$ cat config.mk
export PLATFORM = sky130hd
export DESIGN_NAME = pyrm_scoreboard_bypass
export DESIGN_NICKNAME = d
export VERILOG_FILES = /design/src/rtl/pyrm_scoreboard_bypass.sv
export SDC_FILE = /design/constraint.sdc
export NUM_CORES = 1
export LEC_CHECK = 0
export CAP_MARGIN = 25
export CORE_MARGIN = 4
export CORE_UTILIZATION = 42
export DETAILED_ROUTE_END_ITERATION = 16
export PLACE_DENSITY = 0.84
export SYNTH_ARGS = -nofsm -noshare
export SYNTH_HDL_FRONTEND = slang
export SYNTH_SLANG_ARGS = --single-unit
$ cat constraint.sdc
create_clock -name clk -period 4.5 [get_ports clk]
set_clock_uncertainty 0.05 [all_clocks]
set_input_delay 0.9 -clock clk [delete_from_list [all_inputs] [get_ports clk]]
set_output_delay 0.9 -clock clk [all_outputs]
set_load 0.005 [all_outputs]
$ cat src/rtl/pyrm_scoreboard_bypass.sv
// ============================================================================
// Module  : pyrm_scoreboard_bypass
// Purpose : Per-register pending-write counters with issue/stall decision and
//           writeback-to-operand bypass.
// Revision: 1.0 - initial release
// ============================================================================
`default_nettype none

module pyrm_scoreboard_bypass #(
    parameter int XLEN = 64,
    parameter int NREG = 32,
    parameter int AW   = 5,
    parameter int NWB  = 2,
    parameter int CNTW = 2
) (
    input  logic                 clk,
    input  logic                 reset_pyri,
    input  logic                 iss_valid_pyri,
    output logic                 iss_retry_pyro,
    input  logic [AW-1:0]        iss_rs1_pyri,
    input  logic [AW-1:0]        iss_rs2_pyri,
    input  logic [AW-1:0]        iss_rd_pyri,
    input  logic                 iss_use_rs1_pyri,
    input  logic                 iss_use_rs2_pyri,
    input  logic                 iss_wr_rd_pyri,
    input  logic [XLEN-1:0]      rf_rs1_pyri,
    input  logic [XLEN-1:0]      rf_rs2_pyri,
    input  logic [NWB-1:0]       wb_valid_pyri,
    input  logic [NWB*AW-1:0]    wb_addr_pyri,
    input  logic [NWB*XLEN-1:0]  wb_data_pyri,
    input  logic                 flush_pyri,
    output logic [XLEN-1:0]      src1_pyro,
    output logic [XLEN-1:0]      src2_pyro,
    output logic [NREG-1:0]      busy_pyro,
    output logic                 err_pyro
);

    localparam int CW = $clog2(NWB + 1);
    localparam int DW = ((CNTW > CW) ? CNTW : CW) + 1;

    logic [CNTW-1:0] cnt_q [NREG];
    logic [CNTW-1:0] cnt_d [NREG];
    logic            err_q;
    logic            err_d;

    logic [CW-1:0]   m1, m2;
    logic            rs1_nz, rs2_nz, rd_nz;
    logic            haz1, haz2, sat, fire;
    logic [DW-1:0]   dec_cnt, sum_cnt;
    logic            underflow;

    assign rs1_nz = (iss_rs1_pyri != '0);
    assign rs2_nz = (iss_rs2_pyri != '0);
    assign rd_nz  = (iss_rd_pyri  != '0);

    // Match counts and bypass muxes; ascending scan lets the highest port win.
    always_comb begin
        m1        = '0;
        m2        = '0;
        src1_pyro = rf_rs1_pyri;
        src2_pyro = rf_rs2_pyri;
        for (int k = 0; k < NWB; k++) begin
            if (wb_valid_pyri[k] && rs1_nz && (wb_addr_pyri[k*AW +: AW] == iss_rs1_pyri)) begin
                m1        = m1 + CW'(1);
                src1_pyro = wb_data_pyri[k*XLEN +: XLEN];
            end
            if (wb_valid_pyri[k] && rs2_nz && (wb_addr_pyri[k*AW +: AW] == iss_rs2_pyri)) begin
                m2        = m2 + CW'(1);
                src2_pyro = wb_data_pyri[k*XLEN +: XLEN];
            end
        end
        if (!rs1_nz) src1_pyro = '0;
        if (!rs2_nz) src2_pyro = '0;
    end

    assign haz1 = iss_use_rs1_pyri && rs1_nz && (DW'(cnt_q[iss_rs1_pyri]) > DW'(m1));
    assign haz2 = iss_use_rs2_pyri && rs2_nz && (DW'(cnt_q[iss_rs2_pyri]) > DW'(m2));
    assign sat  = iss_wr_rd_pyri && rd_nz && (cnt_q[iss_rd_pyri] == {CNTW{1'b1}});

    assign iss_retry_pyro = iss_valid_pyri && (haz1 || haz2 || sat || flush_pyri);
    assign fire           = iss_valid_pyri && !iss_retry_pyro;

    // Next-state counters; an underflowing register clamps to zero and flags error.
    always_comb begin
        err_d     = err_q;
        cnt_d[0]  = '0;
        dec_cnt   = '0;
        sum_cnt   = '0;
        underflow = 1'b0;
        for (int r = 1; r < NREG; r++) begin
            dec_cnt = '0;
            for (int k = 0; k < NWB; k++) begin
                if (wb_valid_pyri[k] && (wb_addr_pyri[k*AW +: AW] == AW'(r)))
                    dec_cnt = dec_cnt + DW'(1);
            end
            sum_cnt   = DW'(cnt_q[r]) +
                        DW'(fire && iss_wr_rd_pyri && (iss_rd_pyri == AW'(r)));
            underflow = (dec_cnt > sum_cnt);
            if (flush_pyri) begin
                cnt_d[r] = '0;
            end else if (underflow) begin
                cnt_d[r] = '0;
                err_d    = 1'b1;
            end else begin
                cnt_d[r] = CNTW'(sum_cnt - dec_cnt);
            end
        end
    end

    always_ff @(posedge clk or posedge reset_pyri) begin
        if (reset_pyri) begin
            for (int r = 0; r < NREG; r++) cnt_q[r] <= '0;
            err_q <= 1'b0;
        end else begin
            for (int r = 0; r < NREG; r++) cnt_q[r] <= cnt_d[r];
            err_q <= err_d;
        end
    end

    assign busy_pyro[0] = 1'b0;
    generate
        for (genvar g = 1; g < NREG; g++) begin : g_busy
            assign busy_pyro[g] = |cnt_q[g];
        end
    endgenerate

    assign err_pyro = err_q;

endmodule

`default_nettype wire

==> qor.txt, run 1 <==
Syn Inst Count - 1431
Worst R2R Path Depth - 21
DRT Pass-1 Iters - 6
VDD IR max - 0.199 mV
Critical Path RT - 4.69 ns
most frequent cell on the critical path - ha_4
drt total wl - 76300 um
clock tree sinks - 63
Routed WL per cell - 30.6 um
sequential element share of the synthesized area - 0.134
Comb power frac - 0.498
DRC - 0
WP depth - 26
Worst Tran Pin Value - 0.956 ns
Top-Level Pins - 452
Max-slew headroom - 0.363
total nets after synthesis - 1913
crit path DAT - 6.10 ns
DR vias - 15900
DIE AREA - 30600 um2
WHS Path Cells - 1
Setup Viol. Count Final - 64
switching power total - 901 uW
critical path fanouts, max - 7
final setup margin - -1.41 ns
fin util - 0.796
Buf/Inv on CP - 6
slowest CP cell - mux4_2
antenna viol nets, final - 0
Rows - 60
CTS clock-pin slew for the worst setup and hold paths - 0.06 ns
most instantiated library cell after synthesis - nor2_1
hold violation total from the final report - 0
sw frac - 0.352
P per Cell Area - 118 nW/um2
Synth top area share - 0.205
first-pass GRT wire length - 105000 um
share of layout cells above drive strength 1 - 0.334
outcome - finished, violations left
Overflow after GRT - 0
Final Critical Period - 5.91 ns
clock share of power - 0.273
Clock Path Buffers - 2
Placed Area - 18600 um2
I/O Buffers - 450
unrepaired setup endpoints after global routing - yes
largest net degree at the start of global routing - 65
CTS Root Cell - clkbuf_16
H-tree depth - 3
Global Route Usage Sum - 0.461
die width - 175 um
number of flops mapped to enable cells by yosys - 0
startpoint types - input port
Initial Util - 0.431
Clk Latency, worst-skew pair - 0.35 ns
Netlist Area Pre-Place - 11700 um2
most frequent cells after synthesis - 264 x nor2_1, 192 x ha_1, 140 x mux2i_1
Pint - 1.66 mW
Via density - 6.38
Die Y - 175 um
CTS Hold Bufs - 0
library cells used by synthesis - 46
cell taking the most area after synthesis - ha_1
most common flop cell mapped by yosys - dfrtp_1
Static Leak - 9.20 nW
Crit Path Class - in -> reg
failing checks - setup timing
number of max-cap violations - 0
Yosys reg bits - 63
Filler cells - 1727
DR iter-0 viols - 1903
HPWL after DPL - 55800 um
area grow syn2layout - 84.6%
# nets final - 2564
Ys Warns - 0
CP peak stage delay - 0.50 ns
Max Freq - 0.169 GHz
CP delay by family, top - compound AO/OA/AOI/OAI gates
core area - 27200 um2
FFs w/ async S/R, synth - 1.00
Placer Congestion - 1.06
Synth area leaders - ha_1 20%, dfrtp_1 13%, mux2i_1 12%, a211oi_1 8.9%, nor2_1 8.5%
TritonCTS clock tree - built
CTS Buf Count - 9
Hold/Removal Path Class - reg -> reg
Seq pwr share - 0.229
Slew Viols, Final - 0
Design Area, Final - 21600 um2
crit share post-route - 1.31
initial antenna violation count - 26
vias in the first global route - 15500
Critical Path End Type - register
Post-Syn Area per Cell - 8.19 um2
[sequential cells by signal (all words and copies together), names as in the netlist]
name,count
cnt_q,62
err_pyro,1
[stage by stage]
step,cells,TNS [ns],power [mW],hold WS [ns],setup slack (ns)
2_1_floorplan,1431,-8.84,1.01,0.401,-0.771
3_3_place_gp,2376,-168.92,1.72,0.475,-1.95
3_5_place_dp,2376,-179.28,1.73,0.491,-2.16
4_1_cts,2440,-22.48,2.47,0.514,-1.16
5_1_grt,2475,-34.98,2.62,0.562,-1.41
6_report,2494,-30.58,2.56,0.563,-1.41
[cells by family after synthesis]
| logic type | count (synthesis) | share of synthesized area |
|---|---|---|
| flip-flops | 63 | 0.134 |
| buffers and inverters | 229 | 0.0807 |
| XOR/XNOR | 51 | 0.0381 |
| other | 1 | 0.000320 |
| adder cells (fa/ha/maj) | 192 | 0.205 |
| AND/OR/NAND/NOR | 511 | 0.203 |
| multiplexers | 193 | 0.217 |
| AO/OA/AOI/OAI | 191 | 0.122 |
[worst reg2reg max path: cells and delay by family (launching register included)]
family	cells	cell delay (ns)
mux	3	1.36
compound gates	5	1.32
simple gates	7	1.27
fa+ha+maj	4	0.76
flops	1	0.50
buf+inv	2	0.27
[layout by cell type (no fill, tap or decap), types with 23 or more instances in the layout]
master	count
dlymetal6s2s_1	23
dfrtp_1	63
mux4_2	43
ha_1	101
nand2_1	29
clkdlybuf4s50_1	305
nor2_4	27
nor3_1	36
mux2i_1	139
xnor2_1	27
a211oi_1	100
dlygate4sd2_1	106
or2_2	32
inv_1	95
nor2_1	222
ha_4	83
diode_2	35
buf_6	52
a211oi_2	25
buf_4	213
[repair_timing]
item | in CTS | in global routing
endpoints found under the hold margin | 0 | 0
pin swaps | 94 | 122
resized for setup | 394 | 174
gates cloned | 13 | 0
setup endpoints to repair | 192 | 86
setup buffers | 35 | 25
[area by class of cell]
type	instances	area, um2	area share
Multi-Input combinational cell	1139	11400	0.527
Timing Repair Buffer	738	7290	0.337
Sequential cell	63	1580	0.0729
Inverter	131	526	0.0243
Tap cell	372	465	0.0215
Clock buffer	13	260	0.0120
Antenna cell	35	87.6	0.00405
Clock inverter	3	17.5	0.000810
[power groups by stage]
| stage | registers (mW) | logic [mW] | clock network [mW] |
|---|---|---|---|
| floorplan | 0.591 | 0.414 | 0 |
| detailed placement | 0.595 | 1.14 | 0 |
| global route | 0.585 | 1.32 | 0.715 |
| finish | 0.586 | 1.28 | 0.699 |
| CTS | 0.584 | 1.19 | 0.692 |
| global placement | 0.595 | 1.12 | 0 |
[routing by layer]
metal | share of wire | vias to the layer above | GRT usage | wire length, um
met5 | 0.00043 | - | 0 | 33
met4 | 0.090 | 4 | 0.300 | 6880
met3 | 0.15 | 493 | 0.203 | 11700
met2 | 0.42 | 1404 | 0.682 | 31800
met1 | 0.34 | 7590 | 0.543 | 25900
li1 | - | 6424 | - | -
[path summary, 6_finish.rpt]
kind / startpoint / to / slack (ns)
hold / removal: err_pyro / err_pyro / 0.56
setup reg to reg: cnt_q[33] / err_pyro / -1.15
min in group asynchronous: reset_pyri / cnt_q[40] / 0.97
setup / recovery: iss_rs1_pyri[1] / err_pyro / -1.41
max in group asynchronous: reset_pyri / cnt_q[7] / 2.52
hold reg to reg: err_pyro / err_pyro / 0.56
Note: power is estimated with default switching activity, not from simulation.
==> inputs of run 2 (changes only) <==
==> constraint.sdc (replaced) <==
create_clock -name clk -period 4.5 [get_ports clk]
set_clock_uncertainty 0.05 [all_clocks]
set_input_delay 0.45 -clock clk [delete_from_list [all_inputs] [get_ports clk]]
set_output_delay 0.45 -clock clk [all_outputs]
set_load 0.005 [all_outputs]
==> run 2 against run 1 <==
  * The run still ends with setup timing left
  * Register-to-register slack better by 0.28 ns
  * Clock-buffer cell count decreased by 1
  * Global-route usage fell by 5.5 points
==> qor.txt, run 2 (synthesized netlist as in run 1, its figures left out) <==
DRT Pass-1 Iters - 8 (+2)
most frequent cells in the layout - 431 x clkdlybuf4s50_1, 236 x nor2_1, 202 x buf_4
CP peak stage delay - 0.49 ns (about the same)
Critical Path, Cell by Cell - mux4_2, mux4_2, mux2_4, ha_4, nor2b_4, o211ai_1, o221ai_2, a2111oi_4, buf_6, nand2_4, nor2_2, ha_1, ha_1, inv_1, ha_1, a21oi_2, a211oi_2, buf_4, nor4_2, buf_4, nand4_1, a21o_1
number of max-cap violations - 0 (unchanged)
Top-Level Pins - 452 (unchanged)
first-pass GRT wire length - 93700 um (-11%)
Overflow after GRT - 0 (unchanged)
HPWL after DPL - 53200 um (-4.7%)
VDD IR max - 0.169 mV (-15%)
die width - 175 um (unchanged)
Crit Path Class - reg -> reg
DIE AREA - 30600 um2 (unchanged)
CTS clock-pin slew for the worst setup and hold paths - 0.06 ns (about the same)
I/O Buffers - 450 (unchanged)
CTS Buf Count - 9 (unchanged)
failing checks - setup timing
most common cell after layout, fill and taps aside - clkdlybuf4s50_1
hold violation total from the final report - 0 (unchanged)
most frequent cell on the critical path - ha_1
# nets final - 2513 (-2.0%)
FF-to-FF setup slack - -0.87 ns (+0.28 ns)
crit share post-route - 1.19 (-0.120)
largest net degree at the start of global routing - 107 (+65%)
Via density - 6.19 (-2.9%)
Critical Path Source - cnt_q[41]
Worst R2R Path Depth - 22 (+4.8%)
DR vias - 15100 (-5.3%)
sw frac - 0.317 (-0.0344)
crit path DAT - 5.57 ns (-0.53 ns)
Static Leak - 8.34 nW (-9.3%)
DRC - 0 (unchanged)
Hold Slack - 0.426 ns (-0.137 ns)
max reg flops - 62 (unchanged)
Slew Viols, Final - 0 (unchanged)
Critical Path End Type - register
clock share of power - 0.324 (+0.051)
Initial Util - 0.431 (unchanged)
startpoint types - register
share of layout cells above drive strength 1 - 0.269 (-0.0652)
Final Critical Period - 5.37 ns (-0.541 ns)
Seq pwr share - 0.218 (-0.011)
Placer Congestion - 1.06 (-0.22%)
clock tree sinks - 63 (unchanged)
reg-to-reg startpoint - cnt_q[41]
PnR Total Power - 2.68 mW (+4.7%)
drt total wl - 69000 um (-9.5%)
P per Cell Area - 133 nW/um2 (+12%)
Rows - 60 (unchanged)
CTS Root Cell - clkbuf_16
H-tree depth - 3 (unchanged)
Worst Tran Pin Value - 0.694 ns (-0.262 ns)
initial antenna violation count - 26 (unchanged)
Pint - 1.83 mW (+10%)
Max-slew headroom - 0.537 (+0.174)
area grow syn2layout - 72.0%
TritonCTS clock tree - built
DR iter-0 viols - 1668 (-12%)
Die Y - 175 um (unchanged)
Setup Viol. Count Final - 40 (-38%)
Clock Path Buffers - 2 (unchanged)
outcome - finished, violations left
slowest CP cell - mux4_2
Critical R2R Capture - err_pyro
critical path fanouts, max - 4 (-3)
antenna viol nets, final - 0 (unchanged)
Hold/Removal Path Class - in -> async
Clk Latency, worst-skew pair - 0.36 ns (about the same)
Critical Path RT - 4.70 ns (about the same)
unrepaired setup endpoints after global routing - yes
Max Freq - 0.186 GHz (+10%)
Routed WL per cell - 28.4 um (-7.2%)
Filler cells - 1914 (+11%)
Global Route Usage Sum - 0.406 (-0.0554)
vias in the first global route - 14700 (-5.2%)
final setup margin - -0.871 ns (+0.541 ns)
core area - 27200 um2 (unchanged)
switching power total - 852 uW (-5.5%)
Comb power frac - 0.457 (-0.041)
most flop-heavy register - cnt_q
run 2: power by group through the flow:
stage                     clock [mW]  combinational [mW]  sequential (mW)
after floorplan                    0               0.401            0.590
after global placement             0                1.10            0.594
final                          0.871                1.23            0.586
after detailed placement           0                1.11            0.594
after global routing           0.879                1.28            0.586
after CTS                      0.858                1.15            0.584
run 2: metal layers:
metal,vias up,global-route usage,wire (um)
li1,6323,-,-
met2,1160,0.659,30900
met3,385,0.144,9430
met4,12,0.210,5130
met1,7190,0.472,23400
met5,-,0,112
run 2: worst max-delay path by stage:
stage	end	slack, ns	depth (start not counted)
CTS	err_pyro	-0.66	22
detailed placement	err_pyro	-1.55	25
global route	err_pyro	-1.03	22
floorplan	err_pyro	-0.33	26
finish	err_pyro	-0.87	22
global placement	err_pyro	-1.50	23
run 2: stage by stage:
step           setup slack [ns]  cells  setup TNS (ns)  utilization  cell area, um2
6_report                 -0.871   2433           -6.29        0.742           20200
5_1_grt                   -1.03   2422          -14.22        0.741           20100
4_1_cts                  -0.661   2394           -1.22        0.701           19000
3_5_place_dp              -1.55   2369          -73.06        0.666           18100
3_3_place_gp              -1.50   2369          -62.53        0.666           18100
2_1_floorplan            -0.327   1431          -0.327            -           12000
run 2: timing repair:
item	CTS	global route
setup endpoints to repair	169	69
cloned	2	0
gates resized for setup	126	196
hold buffers	0	0
pin swaps	25	89
buffers inserted	9	21
run 2: cell type report:
cell class	count	area, um2	area share
multi-input cells	1139	10700	0.529
repair buffers	687	6520	0.324
flip-flops and latches	63	1590	0.0788
inverters	131	510	0.0253
well taps	372	465	0.0231
clock buffers	12	256	0.0127
clock inverters	3	90.1	0.00447
diodes	26	65.1	0.00323
run 2: worst max-delay path: cells and delay by family (launching register included):
kind	cells	cell delay (ns)
fa+ha+maj	4	0.93
mux	3	1.28
buf+inv	4	0.61
flops	1	0.46
simple gates	5	0.81
compound gates	6	1.13
==> inputs of run 3 (changes only) <==
--- a/config.mk
+++ b/config.mk
@@ -5,6 +5,7 @@
 export SDC_FILE = /design/constraint.sdc
 export NUM_CORES = 1
 export LEC_CHECK = 0
+export ABC_CLOCK_PERIOD_IN_PS = 4500
 export CAP_MARGIN = 25
 export CORE_MARGIN = 4
 export CORE_UTILIZATION = 42
==> results of run 3 <==
Same layout as run 2: the final DEF is identical, and so are final timing and power.
